`config.mk`:
```
export PLATFORM = sky130hd
export DESIGN_NAME = id_decode_stage_flat
export DESIGN_NICKNAME = d
export VERILOG_FILES = /design/src/rtl/rv32i_pkg.sv /design/src/rtl/id_decode_stage_if.sv /design/src/rtl/rv32i_imm_gen.sv /design/src/rtl/id_decode_stage.sv /design/src/flat_wrapper.sv
export SDC_FILE = /design/constraint.sdc
export NUM_CORES = 1
export LEC_CHECK = 0
export CELL_PAD_IN_SITES_DETAIL_PLACEMENT = 1
export CELL_PAD_IN_SITES_GLOBAL_PLACEMENT = 2
export CORE_MARGIN = 2
export CORE_UTILIZATION = 25
export DETAILED_ROUTE_END_ITERATION = 16
export GPL_TIMING_DRIVEN = 1
export PLACE_DENSITY = 0.81
export RECOVER_POWER = 100
export SLEW_MARGIN = 20
export SYNTH_ARGS = -nofsm -noshare
export SYNTH_HDL_FRONTEND = slang
export SYNTH_HIERARCHICAL = 1
export SYNTH_SLANG_ARGS = --single-unit
```
`constraint.sdc`:
```
create_clock -name clk -period 4.2 [get_ports clk]
set_clock_uncertainty 0.15 [all_clocks]
set_input_delay 0.42 -clock clk [delete_from_list [all_inputs] [get_ports clk]]
set_output_delay 0.42 -clock clk [all_outputs]
set_load 0.01 [all_outputs]
```
`src/rtl/rv32i_pkg.sv`:
```
// rv32i_pkg: RV32I encodings plus the decode-stage control types shared by decoder, bus and execute
package rv32i_pkg;
  localparam logic [6:0] OP_LUI    = 7'b0110111;
  localparam logic [6:0] OP_AUIPC  = 7'b0010111;
  localparam logic [6:0] OP_JAL    = 7'b1101111;
  localparam logic [6:0] OP_JALR   = 7'b1100111;
  localparam logic [6:0] OP_BRANCH = 7'b1100011;
  localparam logic [6:0] OP_LOAD   = 7'b0000011;
  localparam logic [6:0] OP_STORE  = 7'b0100011;
  localparam logic [6:0] OP_I_TYPE = 7'b0010011;
  localparam logic [6:0] OP_R_TYPE = 7'b0110011;
  localparam logic [6:0] OP_SYSTEM = 7'b1110011;
  localparam logic [2:0] F3_ADD_SUB = 3'b000;
  localparam logic [2:0] F3_SLL     = 3'b001;
  localparam logic [2:0] F3_SLT     = 3'b010;
  localparam logic [2:0] F3_SLTU    = 3'b011;
  localparam logic [2:0] F3_XOR     = 3'b100;
  localparam logic [2:0] F3_SR_LA   = 3'b101;
  localparam logic [2:0] F3_OR      = 3'b110;
  localparam logic [2:0] F3_AND     = 3'b111;
  localparam logic [2:0] F3_BYTE    = 3'b000;
  localparam logic [2:0] F3_HALF    = 3'b001;
  localparam logic [2:0] F3_WORD    = 3'b010;
  localparam logic [2:0] F3_BYTE_U  = 3'b100;
  localparam logic [2:0] F3_HALF_U  = 3'b101;
  localparam logic [6:0] F7_DEFAULT = 7'b0000000;
  localparam logic [6:0] F7_ALT     = 7'b0100000;
  typedef enum logic [3:0] {
    ALU_ADD, ALU_SUB, ALU_SLL, ALU_SLT, ALU_SLTU, ALU_XOR,
    ALU_SRL, ALU_SRA, ALU_OR, ALU_AND, ALU_PASS_B
  } alu_op_t;
  typedef enum logic [2:0] {IMM_I, IMM_S, IMM_B, IMM_U, IMM_J, IMM_NONE} imm_fmt_t;
  typedef enum logic [1:0] {JMP_NONE = 2'b00, JMP_JAL = 2'b01, JMP_JALR = 2'b10} jmp_t;
  typedef struct packed {
    alu_op_t    alu_op;
    logic       src_a;
    logic       src_b;
    logic       br;
    jmp_t       jmp;
    logic       mem_rd;
    logic       mem_wr;
    logic [2:0] funct3;
    logic       wb_en;
    logic       illegal;
  } id_ex_ctrl_t;
  function automatic alu_op_t alu_of(input logic [2:0] f3, input logic alt);
    return f3 == F3_ADD_SUB ? (alt ? ALU_SUB : ALU_ADD) :
           f3 == F3_SLL     ? ALU_SLL  :
           f3 == F3_SLT     ? ALU_SLT  :
           f3 == F3_SLTU    ? ALU_SLTU :
           f3 == F3_XOR     ? ALU_XOR  :
           f3 == F3_SR_LA   ? (alt ? ALU_SRA : ALU_SRL) :
           f3 == F3_OR      ? ALU_OR   : ALU_AND;
  endfunction
endpackage

```
`src/rtl/id_decode_stage_if.sv`:
```
// id_decode_stage_if: fetch-side and execute-side handshake bundle of the decode stage
interface id_decode_stage_if
  import rv32i_pkg::*;
#(
  parameter int XLEN = 32
) ();
  logic            flush_i;
  logic            if_valid_i;
  logic            if_ready_o;
  logic [XLEN-1:0] if_pc_i;
  logic [31:0]     if_instr_i;
  logic            ex_valid_o;
  logic            ex_ready_i;
  logic [XLEN-1:0] ex_pc_o;
  logic [4:0]      ex_rs1_o;
  logic [4:0]      ex_rs2_o;
  logic [4:0]      ex_rd_o;
  logic [XLEN-1:0] ex_imm_o;
  alu_op_t         ex_alu_op_o;
  logic            ex_src_a_o;
  logic            ex_src_b_o;
  logic            ex_br_o;
  jmp_t            ex_jmp_o;
  logic            ex_mem_rd_o;
  logic            ex_mem_wr_o;
  logic [2:0]      ex_funct3_o;
  logic            ex_wb_en_o;
  logic            ex_illegal_o;
  modport slave (
    input  flush_i, if_valid_i, if_pc_i, if_instr_i, ex_ready_i,
    output if_ready_o, ex_valid_o, ex_pc_o, ex_rs1_o, ex_rs2_o, ex_rd_o, ex_imm_o,
           ex_alu_op_o, ex_src_a_o, ex_src_b_o, ex_br_o, ex_jmp_o, ex_mem_rd_o,
           ex_mem_wr_o, ex_funct3_o, ex_wb_en_o, ex_illegal_o
  );
  modport master (
    output flush_i, if_valid_i, if_pc_i, if_instr_i, ex_ready_i,
    input  if_ready_o, ex_valid_o, ex_pc_o, ex_rs1_o, ex_rs2_o, ex_rd_o, ex_imm_o,
           ex_alu_op_o, ex_src_a_o, ex_src_b_o, ex_br_o, ex_jmp_o, ex_mem_rd_o,
           ex_mem_wr_o, ex_funct3_o, ex_wb_en_o, ex_illegal_o
  );
endinterface

```
`src/rtl/rv32i_imm_gen.sv`:
```
// rv32i_imm_gen: sign-extended immediate for the I/S/B/U/J formats, zero otherwise
module rv32i_imm_gen
  import rv32i_pkg::*;
(
  input  logic [31:7] instr,
  input  imm_fmt_t    fmt,
  output logic [31:0] imm
);
  assign imm = fmt == IMM_I ? {{20{instr[31]}}, instr[31:20]} :
               fmt == IMM_S ? {{20{instr[31]}}, instr[31:25], instr[11:7]} :
               fmt == IMM_B ? {{19{instr[31]}}, instr[31], instr[7], instr[30:25], instr[11:8], 1'b0} :
               fmt == IMM_U ? {instr[31:12], 12'b0} :
               fmt == IMM_J ? {{11{instr[31]}}, instr[31], instr[19:12], instr[20], instr[30:21], 1'b0} :
               32'b0;
endmodule

```
`src/rtl/id_decode_stage.sv`:
```
// id_decode_stage: RV32I decode with a single registered valid/ready output stage towards execute
module id_decode_stage
  import rv32i_pkg::*;
#(
  parameter int              XLEN     = 32,
  parameter logic [XLEN-1:0] RESET_PC = '0
) (
  input logic              clk,
  input logic              rst,
  id_decode_stage_if.slave bus
);
  logic [31:0] instr, imm;
  logic [6:0] opc, f7;
  logic [2:0] f3;
  logic [4:0] rs1, rs2, rd, rs1_q, rs2_q, rd_q;
  logic wr, ill, valid_q, accept;
  logic [XLEN-1:0] pc_q, imm_q;
  id_ex_ctrl_t ctrl, ctrl_q;
  imm_fmt_t fmt;
  assign instr = bus.if_instr_i;
  assign opc = instr[6:0];
  assign f3 = instr[14:12];
  assign f7 = instr[31:25];
  always_comb begin
    ctrl = '0;
    fmt = IMM_NONE;
    rs1 = '0;
    rs2 = '0;
    rd = '0;
    wr = 1'b0;
    ill = 1'b0;
    case (opc)
      OP_R_TYPE: begin
        {rs1, rs2, rd, wr, ctrl.funct3} = {instr[19:15], instr[24:20], instr[11:7], 1'b1, f3};
        ctrl.alu_op = alu_of(f3, f7 == F7_ALT);
        ill = f7 != F7_DEFAULT && !(f7 == F7_ALT && (f3 == F3_ADD_SUB || f3 == F3_SR_LA));
      end
      OP_I_TYPE: begin
        {rs1, rd, wr, ctrl.funct3, ctrl.src_b, fmt} = {instr[19:15], instr[11:7], 1'b1, f3, 1'b1, IMM_I};
        ctrl.alu_op = alu_of(f3, f3 == F3_SR_LA && f7 == F7_ALT);
        ill = (f3 == F3_SLL && f7 != F7_DEFAULT) || (f3 == F3_SR_LA && f7 != F7_DEFAULT && f7 != F7_ALT);
      end
      OP_LOAD: begin
        {rs1, rd, wr, ctrl.funct3, ctrl.src_b, ctrl.mem_rd, fmt} = {instr[19:15], instr[11:7], 1'b1, f3, 2'b11, IMM_I};
        ill = !(f3 inside {F3_BYTE, F3_HALF, F3_WORD, F3_BYTE_U, F3_HALF_U});
      end
      OP_STORE: begin
        {rs1, rs2, ctrl.funct3, ctrl.src_b, ctrl.mem_wr, fmt} = {instr[19:15], instr[24:20], f3, 2'b11, IMM_S};
        ill = !(f3 inside {F3_BYTE, F3_HALF, F3_WORD});
      end
      OP_BRANCH: begin
        {rs1, rs2, ctrl.funct3, ctrl.br, fmt} = {instr[19:15], instr[24:20], f3, 1'b1, IMM_B};
        ill = f3 == 3'b010 || f3 == 3'b011;
      end
      OP_JALR: begin
        {rs1, rd, wr, ctrl.funct3, ctrl.src_b, fmt} = {instr[19:15], instr[11:7], 1'b1, f3, 1'b1, IMM_I};
        ctrl.jmp = JMP_JALR;
        ill = f3 != 3'b000;
      end
      OP_JAL: begin
        {rd, wr, ctrl.src_a, ctrl.src_b, fmt} = {instr[11:7], 3'b111, IMM_J};
        ctrl.jmp = JMP_JAL;
      end
      OP_LUI: begin
        {rd, wr, ctrl.src_b, fmt} = {instr[11:7], 2'b11, IMM_U};
        ctrl.alu_op = ALU_PASS_B;
      end
      OP_AUIPC: {rd, wr, ctrl.src_a, ctrl.src_b, fmt} = {instr[11:7], 3'b111, IMM_U};
      default: ill = 1'b1;
    endcase
    ctrl.wb_en = wr && rd != '0;
    if (ill) begin
      ctrl = '0;
      ctrl.illegal = 1'b1;
      rs1 = '0;
      rs2 = '0;
      rd = '0;
      fmt = IMM_NONE;
    end
  end
  rv32i_imm_gen u_imm (.instr(instr[31:7]), .fmt(fmt), .imm(imm));
  assign bus.if_ready_o = !valid_q || bus.ex_ready_i;
  assign accept = bus.if_valid_i && bus.if_ready_o;
  always_ff @(posedge clk or posedge rst)
    if (rst) begin
      valid_q <= 1'b0;
      pc_q <= RESET_PC;
      ctrl_q <= '0;
      rs1_q <= '0;
      rs2_q <= '0;
      rd_q <= '0;
      imm_q <= '0;
    end else if (bus.flush_i) valid_q <= 1'b0;
    else if (accept) begin
      valid_q <= 1'b1;
      pc_q <= bus.if_pc_i;
      ctrl_q <= ctrl;
      rs1_q <= rs1;
      rs2_q <= rs2;
      rd_q <= rd;
      imm_q <= imm;
    end else if (bus.ex_ready_i) valid_q <= 1'b0;
  assign bus.ex_valid_o = valid_q;
  assign bus.ex_pc_o = pc_q;
  assign bus.ex_rs1_o = rs1_q;
  assign bus.ex_rs2_o = rs2_q;
  assign bus.ex_rd_o = rd_q;
  assign bus.ex_imm_o = imm_q;
  assign bus.ex_alu_op_o = ctrl_q.alu_op;
  assign bus.ex_src_a_o = ctrl_q.src_a;
  assign bus.ex_src_b_o = ctrl_q.src_b;
  assign bus.ex_br_o = ctrl_q.br;
  assign bus.ex_jmp_o = ctrl_q.jmp;
  assign bus.ex_mem_rd_o = ctrl_q.mem_rd;
  assign bus.ex_mem_wr_o = ctrl_q.mem_wr;
  assign bus.ex_funct3_o = ctrl_q.funct3;
  assign bus.ex_wb_en_o = ctrl_q.wb_en;
  assign bus.ex_illegal_o = ctrl_q.illegal;
endmodule

```
`src/flat_wrapper.sv`:
```
// flat-port wrapper written by rule: the top's interface ports become plain ports
module id_decode_stage_flat import rv32i_pkg::*;
#(
  parameter int              XLEN     = 32,
  parameter logic [XLEN-1:0] RESET_PC = '0
)
  (clk, rst, bus_flush_i, bus_if_valid_i, bus_if_pc_i, bus_if_instr_i, bus_ex_ready_i, bus_if_ready_o, bus_ex_valid_o, bus_ex_pc_o, bus_ex_rs1_o, bus_ex_rs2_o, bus_ex_rd_o, bus_ex_imm_o, bus_ex_alu_op_o, bus_ex_src_a_o, bus_ex_src_b_o, bus_ex_br_o, bus_ex_jmp_o, bus_ex_mem_rd_o, bus_ex_mem_wr_o, bus_ex_funct3_o, bus_ex_wb_en_o, bus_ex_illegal_o);
  id_decode_stage_if #(.XLEN(XLEN)) bus_i ();
  input logic clk;
  input logic rst;
  input wire logic [$bits(bus_i.flush_i)-1:0] bus_flush_i;
  input wire logic [$bits(bus_i.if_valid_i)-1:0] bus_if_valid_i;
  input wire logic [$bits(bus_i.if_pc_i)-1:0] bus_if_pc_i;
  input wire logic [$bits(bus_i.if_instr_i)-1:0] bus_if_instr_i;
  input wire logic [$bits(bus_i.ex_ready_i)-1:0] bus_ex_ready_i;
  output wire logic [$bits(bus_i.if_ready_o)-1:0] bus_if_ready_o;
  output wire logic [$bits(bus_i.ex_valid_o)-1:0] bus_ex_valid_o;
  output wire logic [$bits(bus_i.ex_pc_o)-1:0] bus_ex_pc_o;
  output wire logic [$bits(bus_i.ex_rs1_o)-1:0] bus_ex_rs1_o;
  output wire logic [$bits(bus_i.ex_rs2_o)-1:0] bus_ex_rs2_o;
  output wire logic [$bits(bus_i.ex_rd_o)-1:0] bus_ex_rd_o;
  output wire logic [$bits(bus_i.ex_imm_o)-1:0] bus_ex_imm_o;
  output wire logic [$bits(bus_i.ex_alu_op_o)-1:0] bus_ex_alu_op_o;
  output wire logic [$bits(bus_i.ex_src_a_o)-1:0] bus_ex_src_a_o;
  output wire logic [$bits(bus_i.ex_src_b_o)-1:0] bus_ex_src_b_o;
  output wire logic [$bits(bus_i.ex_br_o)-1:0] bus_ex_br_o;
  output wire logic [$bits(bus_i.ex_jmp_o)-1:0] bus_ex_jmp_o;
  output wire logic [$bits(bus_i.ex_mem_rd_o)-1:0] bus_ex_mem_rd_o;
  output wire logic [$bits(bus_i.ex_mem_wr_o)-1:0] bus_ex_mem_wr_o;
  output wire logic [$bits(bus_i.ex_funct3_o)-1:0] bus_ex_funct3_o;
  output wire logic [$bits(bus_i.ex_wb_en_o)-1:0] bus_ex_wb_en_o;
  output wire logic [$bits(bus_i.ex_illegal_o)-1:0] bus_ex_illegal_o;
  assign bus_i.flush_i = bus_flush_i;
  assign bus_i.if_valid_i = bus_if_valid_i;
  assign bus_i.if_pc_i = bus_if_pc_i;
  assign bus_i.if_instr_i = bus_if_instr_i;
  assign bus_i.ex_ready_i = bus_ex_ready_i;
  assign bus_if_ready_o = bus_i.if_ready_o;
  assign bus_ex_valid_o = bus_i.ex_valid_o;
  assign bus_ex_pc_o = bus_i.ex_pc_o;
  assign bus_ex_rs1_o = bus_i.ex_rs1_o;
  assign bus_ex_rs2_o = bus_i.ex_rs2_o;
  assign bus_ex_rd_o = bus_i.ex_rd_o;
  assign bus_ex_imm_o = bus_i.ex_imm_o;
  assign bus_ex_alu_op_o = bus_i.ex_alu_op_o;
  assign bus_ex_src_a_o = bus_i.ex_src_a_o;
  assign bus_ex_src_b_o = bus_i.ex_src_b_o;
  assign bus_ex_br_o = bus_i.ex_br_o;
  assign bus_ex_jmp_o = bus_i.ex_jmp_o;
  assign bus_ex_mem_rd_o = bus_i.ex_mem_rd_o;
  assign bus_ex_mem_wr_o = bus_i.ex_mem_wr_o;
  assign bus_ex_funct3_o = bus_i.ex_funct3_o;
  assign bus_ex_wb_en_o = bus_i.ex_wb_en_o;
  assign bus_ex_illegal_o = bus_i.ex_illegal_o;
  id_decode_stage #(.XLEN(XLEN), .RESET_PC(RESET_PC)) u_core (.clk(clk), .rst(rst), .bus(bus_i));
endmodule
```
## After elaboration in Yosys (flattened, before gate mapping)

Index checks and enable logic that the tools add are counted.

| storage, ports and cells | value |
|---|---|
| register bits | 96 |
| word-level logic and storage cells | 115 |
| bits of input ports | 69 |
| output and inout bits | 97 |

| operators by class | value |
|---|---|
| bitwise logic cells | 1 |
| reductions and logical operators | 33 |
| mux-type cells | 44 |
| equal/unequal tests | 21 |

Operators with widths:

| kind | count |
|---|---|
| 32-bit 2-to-1 mux | 5 |
| 4-bit 2-to-1 mux | 12 |
| 5-bit 2-to-1 mux | 6 |
| 7-bit by 6-bit equality test with 1-bit output (second input constant) | 4 |
| 7-bit equality test (second input constant) | 3 |
| 16-bit 2-to-1 mux | 1 |
| 3-bit one-hot mux with 5 select lines | 1 |
| 7-bit by 5-bit equality test with 1-bit output (second input constant) | 2 |
| 1-bit 2-to-1 mux | 14 |
| 7-bit OR reduction | 2 |
| 3-bit by 2-bit equality test with 1-bit output (second input constant) | 4 |
| 3-bit equality test (second input constant) | 4 |
| 4-bit one-hot mux with 3 select lines | 1 |
| 5-bit nonzero test | 2 |
| 3-bit nonzero test | 3 |
| 3-bit OR reduction | 3 |
| 1-bit logical AND | 8 |
| 7-bit by 2-bit equality test with 1-bit output (second input constant) | 1 |
| 7-bit by 6-bit != test with 1-bit output (second input constant) | 1 |
| 1-bit one-hot mux with 7 select lines | 1 |
| 7-bit nonzero test | 1 |
| 3-bit by 1-bit equality test with 1-bit output (second input constant) | 2 |
| 3-bit zero test | 2 |
| 3-bit 2-to-1 mux | 2 |
| 7 further kinds | 14 |

## Logic depth before layout (Yosys ltp)

Gate-level depths: netlist of run 1.

| logic depth | value |
|---|---|
| depth after elaboration | 13 |
| gate-level depth with buffers | 13 |

## Hierarchy

Netlist of run 1, hierarchy kept.

By module, submodules not included:

| module | instances | cells an instance | area an instance (um^2) |
|---|---|---|---|
| id_decode_stage | 1 | 467 | 4149.0 |
| rv32i_imm_gen | 1 | 84 | 473.0 |

## Least setup slack after synthesis of run 1

No wires, ideal clock.

| timing | value |
|---|---|
| path kind | input port to flip-flop |
| start point | input bus_if_instr_i[6] |
| end point | register u_core.imm_q[20] (netlist: u_core/bus.ex_imm_o[20]) |
| setup slack | 1.346 ns |
| buffers on the path | 3 |
| stages on the path | 13 |
| arrival | 2.639 ns |
| path through | or2_1 clkbuf_2 or4_4 a211oi_1 a211oi_1 nor3b_1 buf_2 maj3_2 nand2b_4 buf_6 nand2_1 nand2_1 nand2_1 |

| on the way | value |
|---|---|
| longest elaborated chain between the ends | 10 |
| elaborated cells on any way between the ends | 25 |
| those cells by class | eq/ne (13); mux (8); reduce/logical (4) |

RTL lines:

| what | RTL line | source |
|---|---|---|
| from (decl) | flat_wrapper.sv:14 | `input wire logic [$bits(bus_i.if_instr_i)-1:0] bus_if_instr_i;` |
| 7-bit by 6-bit equality test with 1-bit output (tied with other cells) | id_decode_stage.sv:32 | `case (opc)` |
| 3-bit OR reduction (no line) / 2-bit OR reduction (equally long branches) | -- |  |
| 1-bit one-hot mux with 7 select lines / 3-bit one-hot mux with 5 select lines (equally long branches) | id_decode_stage.sv:32 |  |
| 3-bit 2-to-1 mux (*) | id_decode_stage.sv:72 | `if (ill) begin` |
| net u_core.fmt[1] | id_decode_stage.sv:19 | `imm_fmt_t fmt;` |
| 3-bit equality test | rv32i_imm_gen.sv:13 | `fmt == IMM_J ? {{11{instr[31]}}, instr[31], instr[19:12], instr[20], instr[30:21], 1'b0} :` |
| 32-bit 2-to-1 mux | rv32i_imm_gen.sv:13 |  |
| 32-bit 2-to-1 mux | rv32i_imm_gen.sv:12 | `fmt == IMM_U ? {instr[31:12], 12'b0} :` |
| 32-bit 2-to-1 mux | rv32i_imm_gen.sv:11 | `fmt == IMM_B ? {{19{instr[31]}}, instr[31], instr[7], instr[30:25], instr[11:8], 1'b0} :` |
| 32-bit 2-to-1 mux | rv32i_imm_gen.sv:10 | `fmt == IMM_S ? {{20{instr[31]}}, instr[31:25], instr[11:7]} :` |
| 32-bit 2-to-1 mux (*) | rv32i_imm_gen.sv:9 | `assign imm = fmt == IMM_I ? {{20{instr[31]}}, instr[31:20]} :` |
| net u_core.imm[20] | id_decode_stage.sv:12 | `logic [31:0] instr, imm;` |
| to (signal assigned) | id_decode_stage.sv:101 | `imm_q <= imm;` |
| to (decl) | id_decode_stage.sv:17 | `logic [XLEN-1:0] pc_q, imm_q;` |

Mark *: on every way through the listed nets, which the timed path passes. The rest lies on a longest branch.
A chain may end at the register's enable or synchronous reset.

## Worst setup path after layout of run 1

| timing | value |
|---|---|
| start point | input bus_if_instr_i[4] |
| end point | register u_core.imm_q[29] (netlist: u_core/bus.ex_imm_o[29]) |

The elaborated chain is that of the path after synthesis.

==> summary.md, run 1 <==
| Metric | Value |
|---|---|
| Result of the run | `complete, but fails checks` |
| Failing checks | `capacitance limit, slew limit` |
| Area share of the leading cell type in the synthesized netlist | `52.0%` |
| Global-route congestion overflow total | `0` |
| Count of antenna-violating nets left after detailed routing | `0` |
| Number of buffers inserted during clock tree synthesis | `9` |
| Synth Cell Area | `~0.0046 sq mm` |
| Share of flip-flops with an asynchronous set or reset after synthesis | `100%` |
| Cell types with the highest counts after synthesis | `sky130_fd_sc_hd__nand2_1 (241), sky130_fd_sc_hd__dfrtp_1 (96), sky130_fd_sc_hd__a21oi_1 (24), sky130_fd_sc_hd__clkbuf_1 (21)` |
| Min cycle time layout | `3.89 ns` |
| Nets@finish | `776` |
| Max-cap violations | `1` |
| Vias in the first global route | `4811` |
| Final period util | `92.6%` |
| Overall die height | `140 microns` |
| Worst max-slew margin expressed relative to the limit | `-96.1%` |
| Clock sinks | `96` |
| Netlist cell types | `56` |
| Net Count, Synth | `620` |
| Buffer type at the clock tree root | `sky130_fd_sc_hd__clkbuf_16` |
| Area of the core | `0.0180 sq mm` |
| Final weighted congestion in routability-driven placement | `0.880` |
| Setup TNS after final layout | `0 ns` |
| P_leak | `between 3 and 4 nW` |
| Dominant synthesized flop cell | `sky130_fd_sc_hd__dfrtp_1` |
| Synth warnings | `6` |
| Final setup violation count | `0` |
| Effective utilization at floorplan | `25.6%` |
| Fraction of final layout cells with drive strength greater than 1 | `5.34%` |
| Area Growth Syn to Fin | `48.0%` |
| Average detailed-routed wire length per instance | `17.5 microns` |
| Crit-path most repeated cell | `sky130_fd_sc_hd__nand2_1` |
| Critical path data arrival time | `about 4 ns` |
| Max Clock Freq | `257 MHz` |
| HPWL after detailed placement | `11.9 mm` |
| 1st-pass router iterations | `4` |
| Final hold violations | `0` |
| Wire length of the first global-routing pass | `26.4 mm` |
| Post-Syn Area per Cell | `roughly 8.4 sq um` |
| Post-Syn Instances | `between 500 and 600` |
| Cell-by-cell trace of the critical path | `dlygate4sd3_1 > inv_1 > or4_1 > a211oi_1 > a211oi_1 > nor3b_1 > clkbuf_2 > maj3_1 > nand2b_4 > nand2_1 > nand2_1 > nand2_1` |
| Overall power consumption | `2.30 mW` |
| Area leader, netlist | `sky130_fd_sc_hd__dfrtp_1` |
| Count of H-tree levels built during CTS | `3` |
| Power Density | `336 mW/mm^2` |
| Number of inserted diodes | `0` |
| Ratio of routed vias to standard cells | `4.79` |
| Worst skew pair latency | `~0.34 ns` |
| Horiz. Die Dim | `140 microns` |
| Global-route usage over all layers | `between 10% and 20%` |
| Total via count after detailed routing | `4507` |
| Total of cells resized after clock tree synthesis | `0` |
| Largest stage delay, worst path | `slightly below 0.8 ns` |
| Std-Cell Rows | `49` |
| Number of buffers inserted by port buffering | `165` |
| Largest net degree at the start of global routing | `73` |
| Register area | `0.00240 sq mm` |
| Fill cell instance count of the final layout | `about 2100` |
| Hold Buf Count CTS | `0` |
| # placed instances | `925` |
| Clock transition at the register clock pins on the worst setup and hold paths after CTS | `about 0.07 ns` |
| Total DRC errors in the routed layout | `0` |
| Post-synthesis register bit count | `96` |
| Number of slew-limit violations in the final report | `73` |
| Worst slew pin tran | `about 2.9 ns` |
| Required @ worst endpoint | `4.33 ns` |
| Class of the tightest hold or removal check | `reg -> reg` |
| IR drop worst, VDD | `about 220 uV` |
| Slowest stage cell on the critical path | `sky130_fd_sc_hd__dlygate4sd3_1` |
| Crit end category | `flip-flop` |
| Clock buffer depth | `2` |
| Portion of the post-synthesis area used by sequential elements | `52.0%` |
| Number of synthesized flops with an enable pin | `0` |
| Antenna violations before repair | `0` |
| Multi-input logic area | `between 0.0015 and 0.002 sq mm` |
| Clock tree from TritonCTS | `yes` |
| Cell with the most instances after synthesis | `sky130_fd_sc_hd__nand2_1` |
| Hold WS | `0.320 ns` |
| Register-to-Register Setup Slack | `about 0.88 ns` |
| Violation count after the first detailed-routing iteration | `237` |
| Die Outline Area | `0.0196 sq mm` |
| Number of setup buffers added after CTS | `0` |
| Category of the critical setup timing path | `in -> reg` |
| Total wirelength of the detailed-routed design | `16.4 mm` |
| Max Fanout on Critical Path | `16` |
| Non-Filler Instances | `941` |
| Setup repair after global routing missed its margin | `no` |
| CP startpoint kind | `input pin` |
| Main area contributors after synthesis | `sky130_fd_sc_hd__dfrtp_1 (52%), sky130_fd_sc_hd__nand2_1 (20%), sky130_fd_sc_hd__a21oi_1 (2.6%), sky130_fd_sc_hd__a22o_1 (2.5%), sky130_fd_sc_hd__o31ai_1 (1.8%)` |
| I/O pin total | `166` |
[path summary, 6_finish.rpt]
path | start | cells past startpoint | end
max reg2reg | u_core/bus.ex_valid_o | 7 | u_core/bus.ex_rs1_o[2]
max | bus_if_instr_i[4] | 12 | u_core/bus.ex_imm_o[29]
min in group asynchronous | rst | 2 | u_core/bus.ex_pc_o[19]
min reg2reg | u_core/bus.ex_pc_o[13] | 2 | u_core/bus.ex_pc_o[13]
min | u_core/bus.ex_pc_o[13] | 2 | u_core/bus.ex_pc_o[13]
max in group asynchronous | rst | 2 | u_core/bus.ex_alu_op_o[3]
[through the flow]
stage          instance area (sq um)  worst slack, ns  utilization, %
2_1_floorplan                   4620             1.12               -
3_3_place_gp                    6530            0.401            36.2
3_5_place_dp                    6530            0.263            36.2
4_1_cts                         6870            0.586            38.1
5_1_grt                         6840           0.0810            37.9
6_report                        6840            0.310            37.9
[area by class of cell]
cell class / count / share of cell area, %
sequential: 96 / 35.1
clock buffer: 12 / 3.90
inverter: 17 / 0.933
clock inverter: 4 / 1.10
tap: 229 / 4.19
multi-input combinational: 403 / 29.1
timing repair buffer: 180 / 25.7
[worst max-delay path, delay by kind of cell]
family | cells | cell delay [ns]
AOI/OAI and AO/OA | 2 | 0.48
adders and majority gates | 1 | 0.50
buffers and inverters | 3 | 1.26
and+or+nand+nor | 6 | 1.33
[flip-flops by register name, summed over array words and instances, names as in the netlist]
signal and count:
u_core/bus.ex_imm_o 32, u_core/bus.ex_br_o 1, u_core/bus.ex_wb_en_o 1, u_core/bus.ex_valid_o 1
u_core/bus.ex_rs1_o 5, u_core/bus.ex_rd_o 5, u_core/bus.ex_rs2_o 5, u_core/bus.ex_src_a_o 1
u_core/bus.ex_src_b_o 1, u_core/bus.ex_mem_wr_o 1, u_core/bus.ex_funct3_o 3, u_core/bus.ex_illegal_o 1
u_core/bus.ex_jmp_o 2, u_core/bus.ex_alu_op_o 4, u_core/bus.ex_pc_o 32, u_core/bus.ex_mem_rd_o 1
[kinds of logic after synthesis]
family	count (synthesis)	synth area share, %
flip-flops	96	52.0
XOR/XNOR	1	0.190
AND/OR/NAND/NOR	307	28.4
AO/OA/AOI/OAI	92	13.9
buffers and inverters	52	4.85
multiplexers	2	0.433
adder cells (fa/ha/maj)	1	0.244
[layout by cell type (no fill, tap or decap), types with 4 or more instances in the layout]
| master | Yosys | final |
|---|---|---|
| sky130_fd_sc_hd__nor2_1 | 17 | 17 |
| sky130_fd_sc_hd__o22ai_1 | 10 | 10 |
| sky130_fd_sc_hd__nand2_1 | 241 | 242 |
| sky130_fd_sc_hd__a21oi_1 | 24 | 24 |
| sky130_fd_sc_hd__and2b_1 | 4 | 4 |
| sky130_fd_sc_hd__clkbuf_16 | 0 | 9 |
| sky130_fd_sc_hd__buf_4 | 0 | 12 |
| sky130_fd_sc_hd__nor2b_1 | 9 | 9 |
| sky130_fd_sc_hd__dfrtp_1 | 96 | 96 |
| sky130_fd_sc_hd__a22o_1 | 13 | 13 |
| sky130_fd_sc_hd__o21ai_0 | 7 | 7 |
| sky130_fd_sc_hd__dlygate4sd3_1 | 0 | 100 |
| sky130_fd_sc_hd__nand3_1 | 5 | 5 |
| sky130_fd_sc_hd__o41ai_1 | 7 | 7 |
| sky130_fd_sc_hd__o31ai_1 | 11 | 11 |
| sky130_fd_sc_hd__clkdlybuf4s50_1 | 0 | 65 |
| sky130_fd_sc_hd__inv_1 | 17 | 17 |
[layer usage]
metal  vias to the layer above  track usage [%]  share of wire, %
met2                       127             28.0                48
li1                       2137                -                 -
met1                      2224             22.0                46
met3                        19             3.69               4.6
met4                         0             5.53               1.7
met5                         -                0                 0
[power by group]
part           total (mW)  internal [mW]  switching (mW)
logic               0.364          0.170           0.194
registers            1.00          0.977          0.0263
clock network       0.931          0.571           0.360
total                2.30           1.72           0.581
(Power assumes the default switching activity.)
==> run 2, diff against run 1 <==
--- a/config.mk
+++ b/config.mk
@@ -8,10 +8,12 @@
 export CELL_PAD_IN_SITES_DETAIL_PLACEMENT = 1
 export CELL_PAD_IN_SITES_GLOBAL_PLACEMENT = 2
 export CORE_MARGIN = 2
-export CORE_UTILIZATION = 25
+export CORE_UTILIZATION = 35
+export CTS_CLUSTER_SIZE = 40
 export DETAILED_ROUTE_END_ITERATION = 16
+export DONT_BUFFER_PORTS = 1
 export GPL_TIMING_DRIVEN = 1
-export PLACE_DENSITY = 0.81
+export PLACE_DENSITY = 0.8
 export RECOVER_POWER = 100
 export SLEW_MARGIN = 20
 export SYNTH_ARGS = -nofsm -noshare
==> run 2 against run 1 <==
Against the previous run:
- the run still ends with capacitance limit, slew limit left
- die area fell by 28%
- non-clock buffer count fell by 171
- clock power fell by 10%
- total power fell by 12%
- maximum frequency rose by 16%
- utilization rose by 1.5 points
- first-iteration DRC count fell by 12%
- largest power group unchanged
==> summary.md, run 2 (synthesis results as in run 1) <==
| Metric | Value |
|---|---|
| Number of buffers inserted by port buffering | `0 (-100%)` |
| Vias in the first global route | `4087 (-15%)` |
| Area of the core | `0.0128 sq mm (-29%)` |
| Clock transition at the register clock pins on the worst setup and hold paths after CTS | `0.07 ns (about the same)` |
| Minimum setup slack after placement | `0.743 ns (+0.480 ns)` |
| Max Fanout on Critical Path | `9 (-7)` |
| Setup TNS after final layout | `0 ns (unchanged)` |
| Required @ worst endpoint | `4.34 ns (about the same)` |
| 1st-pass router iterations | `4 (unchanged)` |
| Wl on met1 | `5.88 mm (-21%)` |
| Worst max-slew margin expressed relative to the limit | `-95.8% (+0.34 points)` |
| Utilization after layout | `39.4% (+1.5 points)` |
| Total via count after detailed routing | `3868 (-14%)` |
| Net switching power | `0.547 mW (-5.9%)` |
| Most common library cell in the layout ignoring fill and taps | `sky130_fd_sc_hd__nand2_1` |
| Non-Filler Instances | `713 (-24%)` |
| Met3 routed wirelength | `1.31 mm (+73%)` |
| Power Density | `404 mW/mm^2 (+20%)` |
| Overall die height | `119 microns (-15%)` |
| Sw frac | `26.9% (+1.7 points)` |
| P_leak | `2.54 nW (-26%)` |
| Nets@finish | `605 (-22%)` |
| Ratio of routed vias to standard cells | `5.42 (+13%)` |
| Cell-internal power | `1.48 mW (-14%)` |
| CP startpoint kind | `input pin` |
| Most frequent cells in the layout | `sky130_fd_sc_hd__nand2_1 (241), sky130_fd_sc_hd__dfrtp_1 (96), sky130_fd_sc_hd__a21oi_1 (24), sky130_fd_sc_hd__inv_1 (17), sky130_fd_sc_hd__nor2_1 (17)` |
| Hold WS | `0.0274 ns (-0.292 ns)` |
| Worst skew pair latency | `0.35 ns (about the same)` |
| Number of inserted diodes | `0 (unchanged)` |
| Post-route design area | `0.00503 sq mm (-26%)` |
| IR drop worst, VDD | `186 uV (-16%)` |
| I/O pin total | `166 (unchanged)` |
| Total of cells resized after clock tree synthesis | `0 (unchanged)` |
| Setup repair after global routing missed its margin | `no` |
| Cell area reported after detailed placement | `0.00475 sq mm (-27%)` |
| HPWL after detailed placement | `10.2 mm (-15%)` |
| Wire length of the first global-routing pass | `22.7 mm (-14%)` |
| Area Growth Syn to Fin | `8.88%` |
| Clock sinks | `96 (unchanged)` |
| Count of H-tree levels built during CTS | `3 (unchanged)` |
| Final setup violation count | `0 (unchanged)` |
| Routed met2 length | `6.61 mm (-16%)` |
| Clock tree from TritonCTS | `yes` |
| Buffer type at the clock tree root | `sky130_fd_sc_hd__clkbuf_16` |
| Part of the total power dissipated in combinational logic | `7.5% (-8.4 points)` |
| Worst slew pin tran | `2.93 ns (-0.00514 ns)` |
| Clock buffer depth | `2 (unchanged)` |
| Max Clock Freq | `297 MHz (+16%)` |
| Number of slew-limit violations in the final report | `78 (+6.8%)` |
| Clk network pwr share | `41.2% (+0.7 points)` |
| Min cycle time layout | `3.37 ns (-0.525 ns)` |
| Largest net degree at the start of global routing | `78 (+6.8%)` |
| Fill cell instance count of the final layout | `1529 (-27%)` |
| Overall power consumption | `2.03 mW (-12%)` |
| Fraction of final layout cells with drive strength greater than 1 | `6.28% (+0.95 points)` |
| Total wirelength of the detailed-routed design | `14.1 mm (-14%)` |
| Critical path data arrival time | `3.50 ns (-0.52 ns)` |
| Final weighted congestion in routability-driven placement | `0.874 (-0.67%)` |
| Failing checks | `capacitance limit, slew limit` |
| Final period util | `80.1% (-12 points)` |
| DR top layer | `met4` |
| Count of antenna-violating nets left after detailed routing | `0 (unchanged)` |
| Std-Cell Rows | `41 (-16%)` |
| Effective utilization at floorplan | `36.2% (+11 points)` |
| Antenna violations before repair | `0 (unchanged)` |
| Global-route usage over all layers | `20.3% (+3.4 points)` |
| Final hold violations | `0 (unchanged)` |
| Global-route congestion overflow total | `0 (unchanged)` |
| Sequential share of power | `51.3% (+7.6 points)` |
| Crit end category | `flip-flop` |
| Horiz. Die Dim | `119 microns (-15%)` |
| Category of the critical setup timing path | `in -> reg` |
| Max-cap violations | `1 (unchanged)` |
| # placed instances | `696 (-25%)` |
| Class of the tightest hold or removal check | `in -> reg` |
| Final worst slack | `0.835 ns (+0.525 ns)` |
| Violation count after the first detailed-routing iteration | `208 (-12%)` |
| Total DRC errors in the routed layout | `0 (unchanged)` |
| Number of buffers inserted during clock tree synthesis | `9 (unchanged)` |
| Result of the run | `complete, but fails checks` |
| Die Outline Area | `0.0141 sq mm (-28%)` |
| Average detailed-routed wire length per instance | `19.8 microns (+13%)` |
[run 2: changes by cell type in the layout (fill, tap and decap cells not counted), moves of 3 or more]
cell,previous run,this run
sky130_fd_sc_hd__dlygate4sd3_1,100,1
sky130_fd_sc_hd__clkdlybuf4s50_1,65,0
sky130_fd_sc_hd__buf_4,12,6
sky130_fd_sc_hd__clkbuf_8,3,0
sky130_fd_sc_hd__clkinv_2,0,3
[run 2: worst paths after layout]
path / from / end / slack [ns] / cells past startpoint
min: bus_if_pc_i[1] / u_core/bus.ex_pc_o[1] / 0.03 / 2
max: bus_if_instr_i[28] / u_core/bus.ex_imm_o[17] / 0.83 / 10
max in group asynchronous: rst / u_core/bus.ex_src_b_o / 1.35 / 1
min in group asynchronous: rst / u_core/bus.ex_pc_o[24] / 0.87 / 1
max reg2reg: u_core/bus.ex_valid_o / u_core/bus.ex_alu_op_o[0] / 0.89 / 7
min reg2reg: u_core/bus.ex_pc_o[24] / u_core/bus.ex_pc_o[24] / 0.40 / 2
[run 2: routing by layer]
layer  vias to the layer above  global-route usage [%]
met1                      1916                    25.0
met2                       137                    32.3
li1                       1795                       -
met3                        20                    8.29
met5                         -                       0
met4                         0                    6.47
[run 2: worst max-delay path, stage by stage]
cell                       delay, ns
sky130_fd_sc_hd__or4_1          0.54
sky130_fd_sc_hd__nor3_1         0.43
sky130_fd_sc_hd__a211oi_1       0.18
sky130_fd_sc_hd__a211oi_1       0.39
sky130_fd_sc_hd__nor3b_2        0.59
sky130_fd_sc_hd__and2_0         0.49
sky130_fd_sc_hd__a21oi_1        0.14
sky130_fd_sc_hd__o22ai_1        0.19
sky130_fd_sc_hd__nand2_1        0.07
sky130_fd_sc_hd__nand2_1        0.07
[run 2: power groups by stage]
| stage | Combinational (mW) | Sequential (mW) | Clock [mW] |
|---|---|---|---|
| 4_1_cts | 0.158 | 1.04 | 0.857 |
| 3_5_place_dp | 0.157 | 1.06 | 0 |
| 3_3_place_gp | 0.148 | 1.06 | 0 |
| 2_1_floorplan | 0.125 | 1.05 | 0 |
| 6_report | 0.153 | 1.04 | 0.836 |
| 5_1_grt | 0.177 | 1.05 | 0.905 |
[run 2: final cells by class]
type                    instances  area (sq um)  area share, %
clock inverters                 7          70.1           1.39
repair buffers                  9          65.1           1.29
inverters                      17          63.8           1.27
flip-flops and latches         96          2400           47.7
well taps                     172           215           4.28
clock buffers                   9           225           4.48
multi-input cells             403          1990           39.6
[run 2: what timing repair did]
| item | CTS | global route |
|---|---|---|
| setup buffers | 0 | 0 |
| hold buffers | 1 | 0 |
| hold endpoints to repair | 1 | 0 |
